===== src/rtl/cfg_pkg.sv =====
// Shared definitions for the configuration-chain writer, the host-side
// bitstream packer and the bench: FSM encoding and word/padding arithmetic.
package cfg_pkg;

  typedef enum logic [2:0] {
    IDLE,
    FETCH,
    SHIFT_LO,
    SHIFT_HI,
    LATCH,
    FINISH
  } cfg_state_e;

  // Number of host words needed to cover the whole chain.
  function automatic int unsigned cfg_n_words(input int unsigned chain_len,
                                              input int unsigned w);
    return (chain_len + w - 1) / w;
  endfunction

  // Unused high bits of the first word; they are discarded, never shifted.
  function automatic int unsigned cfg_pad_bits(input int unsigned chain_len,
                                               input int unsigned w);
    return cfg_n_words(chain_len, w) * w - chain_len;
  endfunction

endpackage


===== src/rtl/cfg_clk_div.sv =====
// Dwell-time counter for the shift/latch phases: LOAD starts a CLK_DIV-cycle
// interval, EXPIRE is high on the last cycle of it.
module cfg_clk_div #(
  parameter int unsigned CLK_DIV = 2
) (
  input  logic CLK,
  input  logic RST_N,
  input  logic LOAD,
  output logic EXPIRE
);

  localparam int unsigned   CW     = $clog2(CLK_DIV + 1);
  localparam logic [CW-1:0] RELOAD = CW'(CLK_DIV - 1);

  logic [CW-1:0] cnt;

  always_ff @(posedge CLK) begin
    if (!RST_N) begin
      cnt <= '0;
    end else if (LOAD) begin
      cnt <= RELOAD;
    end else if (cnt != '0) begin
      cnt <= cnt - CW'(1);
    end
  end

  assign EXPIRE = (cnt == '0);

endmodule


===== src/rtl/cfg_chain_writer.sv =====
// Host-word to bit-serial writer for the external configuration shift chain:
// shifts CHAIN_LEN bits MSB-first, pulses the storage latch, enables outputs.
module cfg_chain_writer
  import cfg_pkg::*;
#(
  parameter int unsigned CHAIN_LEN = 64,
  parameter int unsigned W         = 8,
  parameter int unsigned CLK_DIV   = 2
) (
  input  logic         CLK,
  input  logic         RST_N,
  input  logic         START,
  input  logic [W-1:0] WORD,
  input  logic         WORD_VALID,
  output logic         WORD_READY,
  output logic         BUSY,
  output logic         DONE,
  output logic         CFG_SDO,
  output logic         CFG_SCK,
  output logic         CFG_LATCH,
  output logic         CFG_OE_N
);

  localparam int unsigned    P         = cfg_pad_bits(CHAIN_LEN, W);
  localparam int unsigned    BCW       = $clog2(CHAIN_LEN + 1);
  localparam int unsigned    WBW       = $clog2(W + 1);
  localparam logic [BCW-1:0] BITS_FULL = BCW'(CHAIN_LEN);
  localparam logic [WBW-1:0] WB_FIRST  = WBW'(W - P);
  localparam logic [WBW-1:0] WB_FULL   = WBW'(W);

  cfg_state_e     state, state_next;
  logic [BCW-1:0] bit_cnt;
  logic [WBW-1:0] wb_cnt;
  logic [W-1:0]   sreg;
  logic [W-1:0]   aligned;
  logic [W-1:0]   shifted;
  logic           first_word;
  logic           last_bit;
  logic           word_done;
  logic           div_load;
  logic           div_expire;

  logic busy_d, done_d, sdo_d, sck_d, latch_d, oe_n_d;

  // The first word of a frame is pre-shifted so its padding falls off the top.
  assign first_word = (bit_cnt == BITS_FULL);
  assign aligned    = first_word ? (WORD << P) : WORD;
  assign shifted    = sreg << 1;
  assign last_bit   = (bit_cnt == BCW'(1));
  assign word_done  = (wb_cnt == WBW'(1));

  assign WORD_READY = (state == FETCH);

  cfg_clk_div #(
    .CLK_DIV(CLK_DIV)
  ) u_div (
    .CLK   (CLK),
    .RST_N (RST_N),
    .LOAD  (div_load),
    .EXPIRE(div_expire)
  );

  assign div_load = (state_next != state);

  always_ff @(posedge CLK) begin
    if (!RST_N) begin
      state <= IDLE;
    end else begin
      state <= state_next;
    end
  end

  always_comb begin
    state_next = state;
    unique case (state)
      IDLE:     if (START) state_next = FETCH;
      FETCH:    if (WORD_VALID) state_next = SHIFT_LO;
      SHIFT_LO: if (div_expire) state_next = SHIFT_HI;
      SHIFT_HI: begin
        if (div_expire) begin
          if (last_bit) begin
            state_next = LATCH;
          end else if (word_done) begin
            state_next = FETCH;
          end else begin
            state_next = SHIFT_LO;
          end
        end
      end
      LATCH:    if (div_expire) state_next = FINISH;
      FINISH:   state_next = IDLE;
      default:  state_next = IDLE;
    endcase
  end

  // Outputs are decoded from the next state and registered, so they change
  // on the same edge as the state they belong to.
  always_comb begin
    busy_d  = (state_next != IDLE);
    done_d  = (state_next == FINISH);
    sck_d   = (state_next == SHIFT_HI);
    latch_d = (state_next == LATCH);

    oe_n_d = CFG_OE_N;
    if (state == IDLE && state_next == FETCH) begin
      oe_n_d = 1'b1;
    end else if (state_next == FINISH) begin
      oe_n_d = 1'b0;
    end

    sdo_d = CFG_SDO;
    if (state_next == SHIFT_LO && state != SHIFT_LO) begin
      sdo_d = (state == FETCH) ? aligned[W-1] : shifted[W-1];
    end
  end

  always_ff @(posedge CLK) begin
    if (!RST_N) begin
      BUSY      <= 1'b0;
      DONE      <= 1'b0;
      CFG_SDO   <= 1'b0;
      CFG_SCK   <= 1'b0;
      CFG_LATCH <= 1'b0;
      CFG_OE_N  <= 1'b1;
    end else begin
      BUSY      <= busy_d;
      DONE      <= done_d;
      CFG_SDO   <= sdo_d;
      CFG_SCK   <= sck_d;
      CFG_LATCH <= latch_d;
      CFG_OE_N  <= oe_n_d;
    end
  end

  always_ff @(posedge CLK) begin
    if (!RST_N) begin
      bit_cnt <= '0;
      wb_cnt  <= '0;
      sreg    <= '0;
    end else begin
      unique case (state)
        IDLE: begin
          if (START) bit_cnt <= BITS_FULL;
        end
        FETCH: begin
          if (WORD_VALID) begin
            sreg   <= aligned;
            wb_cnt <= first_word ? WB_FIRST : WB_FULL;
          end
        end
        SHIFT_HI: begin
          if (div_expire) begin
            bit_cnt <= bit_cnt - BCW'(1);
            wb_cnt  <= wb_cnt - WBW'(1);
            sreg    <= shifted;
          end
        end
        default: ;
      endcase
    end
  end

endmodule


===== config.mk =====
export PLATFORM = sky130hd
export DESIGN_NAME = cfg_chain_writer
export DESIGN_NICKNAME = d
export VERILOG_FILES = /design/src/rtl/cfg_pkg.sv /design/src/rtl/cfg_clk_div.sv /design/src/rtl/cfg_chain_writer.sv
export SDC_FILE = /design/constraint.sdc
export NUM_CORES = 1
export LEC_CHECK = 0
export ABC_AREA = 1
export ABC_CLOCK_PERIOD_IN_PS = 4500
export CAP_MARGIN = 10
export CORE_MARGIN = 8
export CORE_UTILIZATION = 35
export CTS_BUF_LIST = sky130_fd_sc_hd__clkbuf_8
export CTS_CLUSTER_SIZE = 14
export DETAILED_ROUTE_END_ITERATION = 16
export SYNTH_ARGS = -nofsm -noshare
export SYNTH_HDL_FRONTEND = slang
export SYNTH_HIERARCHICAL = 1
export SYNTH_SLANG_ARGS = --single-unit
export TNS_END_PERCENT = 50

===== constraint.sdc =====
create_clock -name CLK -period 4.5 [get_ports CLK]
set_input_delay 0.675 -clock CLK [delete_from_list [all_inputs] [get_ports CLK]]
set_output_delay 0.675 -clock CLK [all_outputs]
set_load 0.02 [all_outputs]

==> results of run 1 <==
## routing by layer
metal	wire [µm]	vias up
li1	-	681
met1	1530	585
met2	1370	39
met3	204	5
met4	44	0
met5	0	-
## sequential cells by signal, indices dropped and copies added (netlist names)
signal,cells
BUSY,1
CFG_LATCH,1
CFG_OE_N,1
CFG_SCK,1
CFG_SDO,1
DONE,1
bit_cnt,7
sreg,7
state,3
u_div/cnt,2
wb_cnt,4
## where the power goes
group | switching (W) | internal, W | leakage [nW] | total [W]
Combinational | 0.000114 | 0.0000751 | 0.512 | 0.000189
Sequential | 0.0000184 | 0.000283 | 0.237 | 0.000301
Clock | 0.0000967 | 0.000119 | 0.0485 | 0.000216
## worst min path at each step
stage                               to  slack (ns)
3_3_place_gp     CFG_OE_N$_SDFFE_PP1P_        0.46
3_5_place_dp   bit_cnt[6]$_SDFFE_PN0P_        0.46
4_1_cts        bit_cnt[6]$_SDFFE_PN0P_        0.47
5_1_grt           sreg[4]$_SDFFE_PN0P_        0.52
2_1_floorplan  bit_cnt[6]$_SDFFE_PN0P_        0.44
6_report       bit_cnt[6]$_SDFFE_PN0P_        0.48
## worst min-delay path, stage by stage, from the launching register on
cell and delay [ns]:
dfxtp_1 0.32, nand2_1 0.06, a21oi_1 0.06
## cell type report
type / count / area share
multi-input combinational: 138 / 0.438
sequential: 29 / 0.320
timing repair buffer: 18 / 0.0993
inverter: 28 / 0.0593
clock buffer: 6 / 0.0455
tap: 52 / 0.0359
clock inverter: 1 / 0.00207
## logic make-up after synthesis
family,count (synthesis)
AOI/OAI and AO/OA,34
xor gates and xnor gates,3
adders and majority gates,6
buffers and inverters,32
DFF,29
muxes,1
and+or+nand+nor,94
## stage by stage
step,utilization,power (W)
5_1_grt,0.422,0.000757
4_1_cts,0.422,0.000711
3_5_place_dp,0.402,0.000495
3_3_place_gp,0.402,0.000494
6_report,0.422,0.000705
2_1_floorplan,-,0.000454
## layout by cell type, fill, tap and decap left out, types with 2 or more instances in the layout
cell type	instances
clkbuf_8	6
o21ai_2	2
nand3_2	4
clkdlybuf4s50_1	18
a31oi_2	2
ha_1	6
o21ai_0	12
inv_1	24
nand2_2	2
xor2_1	3
nand2_1	48
a21oi_1	8
inv_2	4
nand2_4	3
a31oi_1	5
nor2_1	19
dfxtp_1	29
nand3_1	12
==> results.cfg, run 1 <==
[status]
status = complete, no violations

[critical_path]
end_kind = output pin
crit_arrival_ns = 1.72
cpPeakStageDelay_ns = 0.66
cpMaxStageDelayCell = clkdlybuf4s50_1
start_kind = flip-flop
crit_family = buffers and inverters
crit_type = reg2out
path_buf_inv = 2
crit_chain = inv_2 > nor3_4 > clkdlybuf4s50_1
reg2regPathDepth = 11
worstSetupStartpoint = state[0]$_SDFF_PN0_
crit_required_ns = 3.83
regToRegEndpoint = u_div/cnt[0]$_SDFFE_PN0P_
rrSetupSlack_ns = 2.55
path_max_fanout = 5
worst-path-stages = 3
worstReg2RegStart = state[1]$_SDFF_PN0_
crit_path_end = WORD_READY

[synthesis]
synth_xor_xnor_area_share = 0.0171
netlist_instances = 199
yosys-top-cells-area = dfxtp_1, nand2_1, inv_1, ha_1, nor2_1
synth_seq_cells = 29
synth_common_cells = nand2_1, dfxtp_1, inv_1
yosys_most_used_dff = dfxtp_1
synth-edff-count = 0
synthAdderAreaFrac = 0.0489
yosysWarnings = 6
synthesis.area_um2 = 1540
yosys.area_share.simple = 0.303
synth_top_area_frac = 0.378
synth.most_common_cell = nand2_1
synth_mux_area_frac = 0.00651
synth_cell_type_count = 31
synthesis.nets = 217
syn_area_per_cell_um2 = 7.72
synth-compound-area-share = 0.142
synth-seq-area-share = 0.378
async_flop_share = 0
synth_largest_area_cell = dfxtp_1
synth_top_family_by_area = simple AND/OR/NAND/NOR gates

[clock_network]
clockBufferDepth = 2
cts_setup_buffers = 0
cts.sinks = 29
worstSkewPairLatency_ns = 0.28
postCtsHoldBufs = 0
h-tree-depth = 2
post_cts_resized = 0
cts_tree = yes
clockRootBuffer = clkbuf_8
clk_pin_slew_ns = 0.06
cts_made_buffers = 5

[global_route]
grt_pass1_vias = 1249
met2_usage = 0.157
grt_busiest_layer = met2
grt_max_degree = 19
grt_usage = 0.107
grt_overflow = 0
met3_usage = 0.0433
use_met1 = 0.134
antenna_found_initial = 0
grt_pass1_wl_um = 5530

[floorplan]
coreArea_um2 = 4290
die_h_um = 82.3
ioPinCount = 19
row_count = 24
die_w_um = 82.3
initial_core_util = 0.358
dieArea_um2 = 6770

[pwr]
vdd_drop_max_mv = 0.140
powerDensity_nw_per_um2 = 389
p_leak_nw = 0.797

[job]
maxCapViolCount = 0

[min_path]
hold_depth = 2
worstHoldStart = bit_cnt[6]$_SDFFE_PN0P_
min_path_type = reg2reg

[timing]
rsz0062_at_grt = false
fin_worst_skew_ns = 0.00678
fmax_mhz = 417
period_share = 0.533
hold_violations = 0
holdWs_ns = 0.481
fin_setup_tns_ns = 0
finalSetupViolCount = 0
post-route-min-period_ns = 2.40
slew_headroom = 0.525
drv_slew = 0
tightest_slew_ns = 0.710
timing.final.ws_setup_ns = 2.10

[route]
routed_via_density = 4.82
route.vias.total = 1310
drtPass1Iterations = 4
wl_um = 3150
ant_nets = 0
wl_per_cell_um = 11.6
drc = 0
drtIter0Drc = 101

[cells_and_area]
multi_input_area_um2 = 795
layout.nets = 238
syn_to_final_growth_pct = 18.1
fin_area_um2 = 1810
regArea_um2 = 581
n_fill_cell = 459
drive_gt1_frac = 0.136
stdcell_count = 272
diodes = 0

[placed_design]
post-place-ws_ns = 2.21
dp_hpwl_um = 2290
numPortBuffers = 18
post_dp_cell_area_um2 = 1730
finalWeightedCongestion = 0.885
dp.cells = 265
Note: power is estimated with default switching activity, not from simulation.
==> run 2: changes to the inputs <==
- ABC_CLOCK_PERIOD_IN_PS: 4500 -> 2260
- clock period: 4.5 -> 2.26 ns (I/O delays scaled with it)
==> results.cfg, run 2 (synthesis gave the netlist of run 1 again) <==
[clock_network]
clockRootBuffer = clkbuf_8
cts.sinks = 29
clockBufferDepth = 2
clk_pin_slew_ns = 0.06
cts_made_buffers = 5
worstSkewPairLatency_ns = 0.28
postCtsHoldBufs = 0
cts_setup_buffers = 0
post_cts_resized = 0
cts_tree = yes
h-tree-depth = 2

[timing]
period_share = 0.914
slew_headroom = 0.765
rsz0062_at_grt = false
fin_setup_tns_ns = 0
finalSetupViolCount = 0
tightest_slew_ns = 0.352
hold_violations = 0
drv_slew = 0
post-route-min-period_ns = 2.07
fmax_mhz = 484
holdWs_ns = 0.461
fin_worst_skew_ns = 0.00439

[status]
status = complete, no violations

[cells_and_area]
syn_to_final_growth_pct = 20.0
mostFrequentLayoutCells = nand2_1, dfxtp_1, inv_1, nor2_1, clkdlybuf4s50_1
stdcell_count = 275
mostFrequentLayoutCell = nand2_1
drive_gt1_frac = 0.152
layout.nets = 240
top_regs = bit_cnt (7), sreg (7), wb_cnt (4)
diodes = 0
fin_area_um2 = 1840

[critical_path]
regToRegEndpoint = u_div/cnt[0]$_SDFFE_PN0P_
cpPeakStageDelay_ns = 0.67
end_kind = output pin
rrSetupSlack_ns = 0.52
crit_arrival_ns = 1.73
crit_required_ns = 1.92
path_buf_inv = 2
start_kind = flip-flop
cpMaxStageDelayCell = clkdlybuf4s50_1
crit_type = reg2out
worstReg2RegStart = u_div/cnt[0]$_SDFFE_PN0P_
path_max_fanout = 5
crit_family = buffers and inverters
crit_chain = inv_2 > nor3_4 > clkdlybuf4s50_1
reg2regPathDepth = 12

[floorplan]
ioPinCount = 19
initial_core_util = 0.358
die_h_um = 82.3
die_w_um = 82.3
row_count = 24
dieArea_um2 = 6770
coreArea_um2 = 4290

[route]
routed_via_density = 4.66
drc = 0
wl_per_cell_um = 11.2
route.vias.total = 1281
wl_um = 3080
drtPass1Iterations = 4
ant_nets = 0
drtIter0Drc = 65

[global_route]
grt_pass1_vias = 1152
antenna_found_initial = 0
use_met1 = 0.120
grt_max_degree = 16
grt_overflow = 0
met2_usage = 0.150
grt_usage = 0.101
grt_pass1_wl_um = 5150
met3_usage = 0.0281
grt_busiest_layer = met2

[job]
maxCapViolCount = 0

[min_path]
worstHoldStart = CFG_OE_N$_SDFFE_PP1P_
hold_end = CFG_OE_N$_SDFFE_PP1P_
hold_depth = 2
min_path_type = reg2reg

[pwr]
p_leak_nw = 0.812
power_w = 0.00145
powerDensity_nw_per_um2 = 784
vdd_drop_max_mv = 0.279

[placed_design]
dp_hpwl_um = 2290
post_dp_cell_area_um2 = 1740
finalWeightedCongestion = 0.856
dp.cells = 267
numPortBuffers = 18
==> run 2: where the power goes <==
part / total [W] / switching, W / internal, W
Sequential: 0.000600 / 0.0000367 / 0.000563
Clock: 0.000472 / 0.000197 / 0.000275
Combinational: 0.000375 / 0.000223 / 0.000152
Total: 0.00145 / 0.000457 / 0.000989
==> run 2: per-stage QoR <==
| step | setup slack [ns] | utilization |
|---|---|---|
| floorplan | 0.641 | - |
| global placement | 0.378 | 0.406 |
| detailed placement | 0.355 | 0.406 |
| CTS | 0.186 | 0.429 |
| global route | 0.105 | 0.429 |
| finish | 0.194 | 0.429 |
==> run 2: final cells by class <==
class | count | area [µm²]
fill | 456 | 2450
multi-input combinational | 138 | 795
sequential | 29 | 581
timing repair buffer | 20 | 195
inverter | 28 | 108
clock buffer | 7 | 96.3
tap | 52 | 65.1
clock inverter | 1 | 5.00
==> run 2: worst register-to-register path, delay by kind of cell, from the launching register on <==
| kind | cells | cell delay, ns |
|---|---|---|
| buffers and inverters | 4 | 0.33 |
| AO/OA/AOI/OAI | 1 | 0.16 |
| adder cells (fa/ha/maj) | 1 | 0.25 |
| AND/OR/NAND/NOR | 5 | 0.42 |
| flip-flops | 1 | 0.34 |
| XOR/XNOR | 1 | 0.14 |
==> run 2: worst max-delay path by stage <==
stage	startpoint	to	slack, ns	depth (start not counted)
2_1_floorplan	state[0]$_SDFF_PN0_	u_div/cnt[0]$_SDFFE_PN0P_	0.64	13
3_3_place_gp	WORD_VALID	u_div/cnt[0]$_SDFFE_PN0P_	0.38	12
3_5_place_dp	WORD_VALID	u_div/cnt[0]$_SDFFE_PN0P_	0.35	12
4_1_cts	state[0]$_SDFF_PN0_	WORD_READY	0.19	3
5_1_grt	state[0]$_SDFF_PN0_	WORD_READY	0.10	3
6_report	state[0]$_SDFF_PN0_	WORD_READY	0.19	3
==> run 2: metal layers <==
layer  part of all wire  wire length, µm
met1               0.50             1530
met2               0.42             1280
met3              0.060              185
met4              0.026               79
met5                  0                0
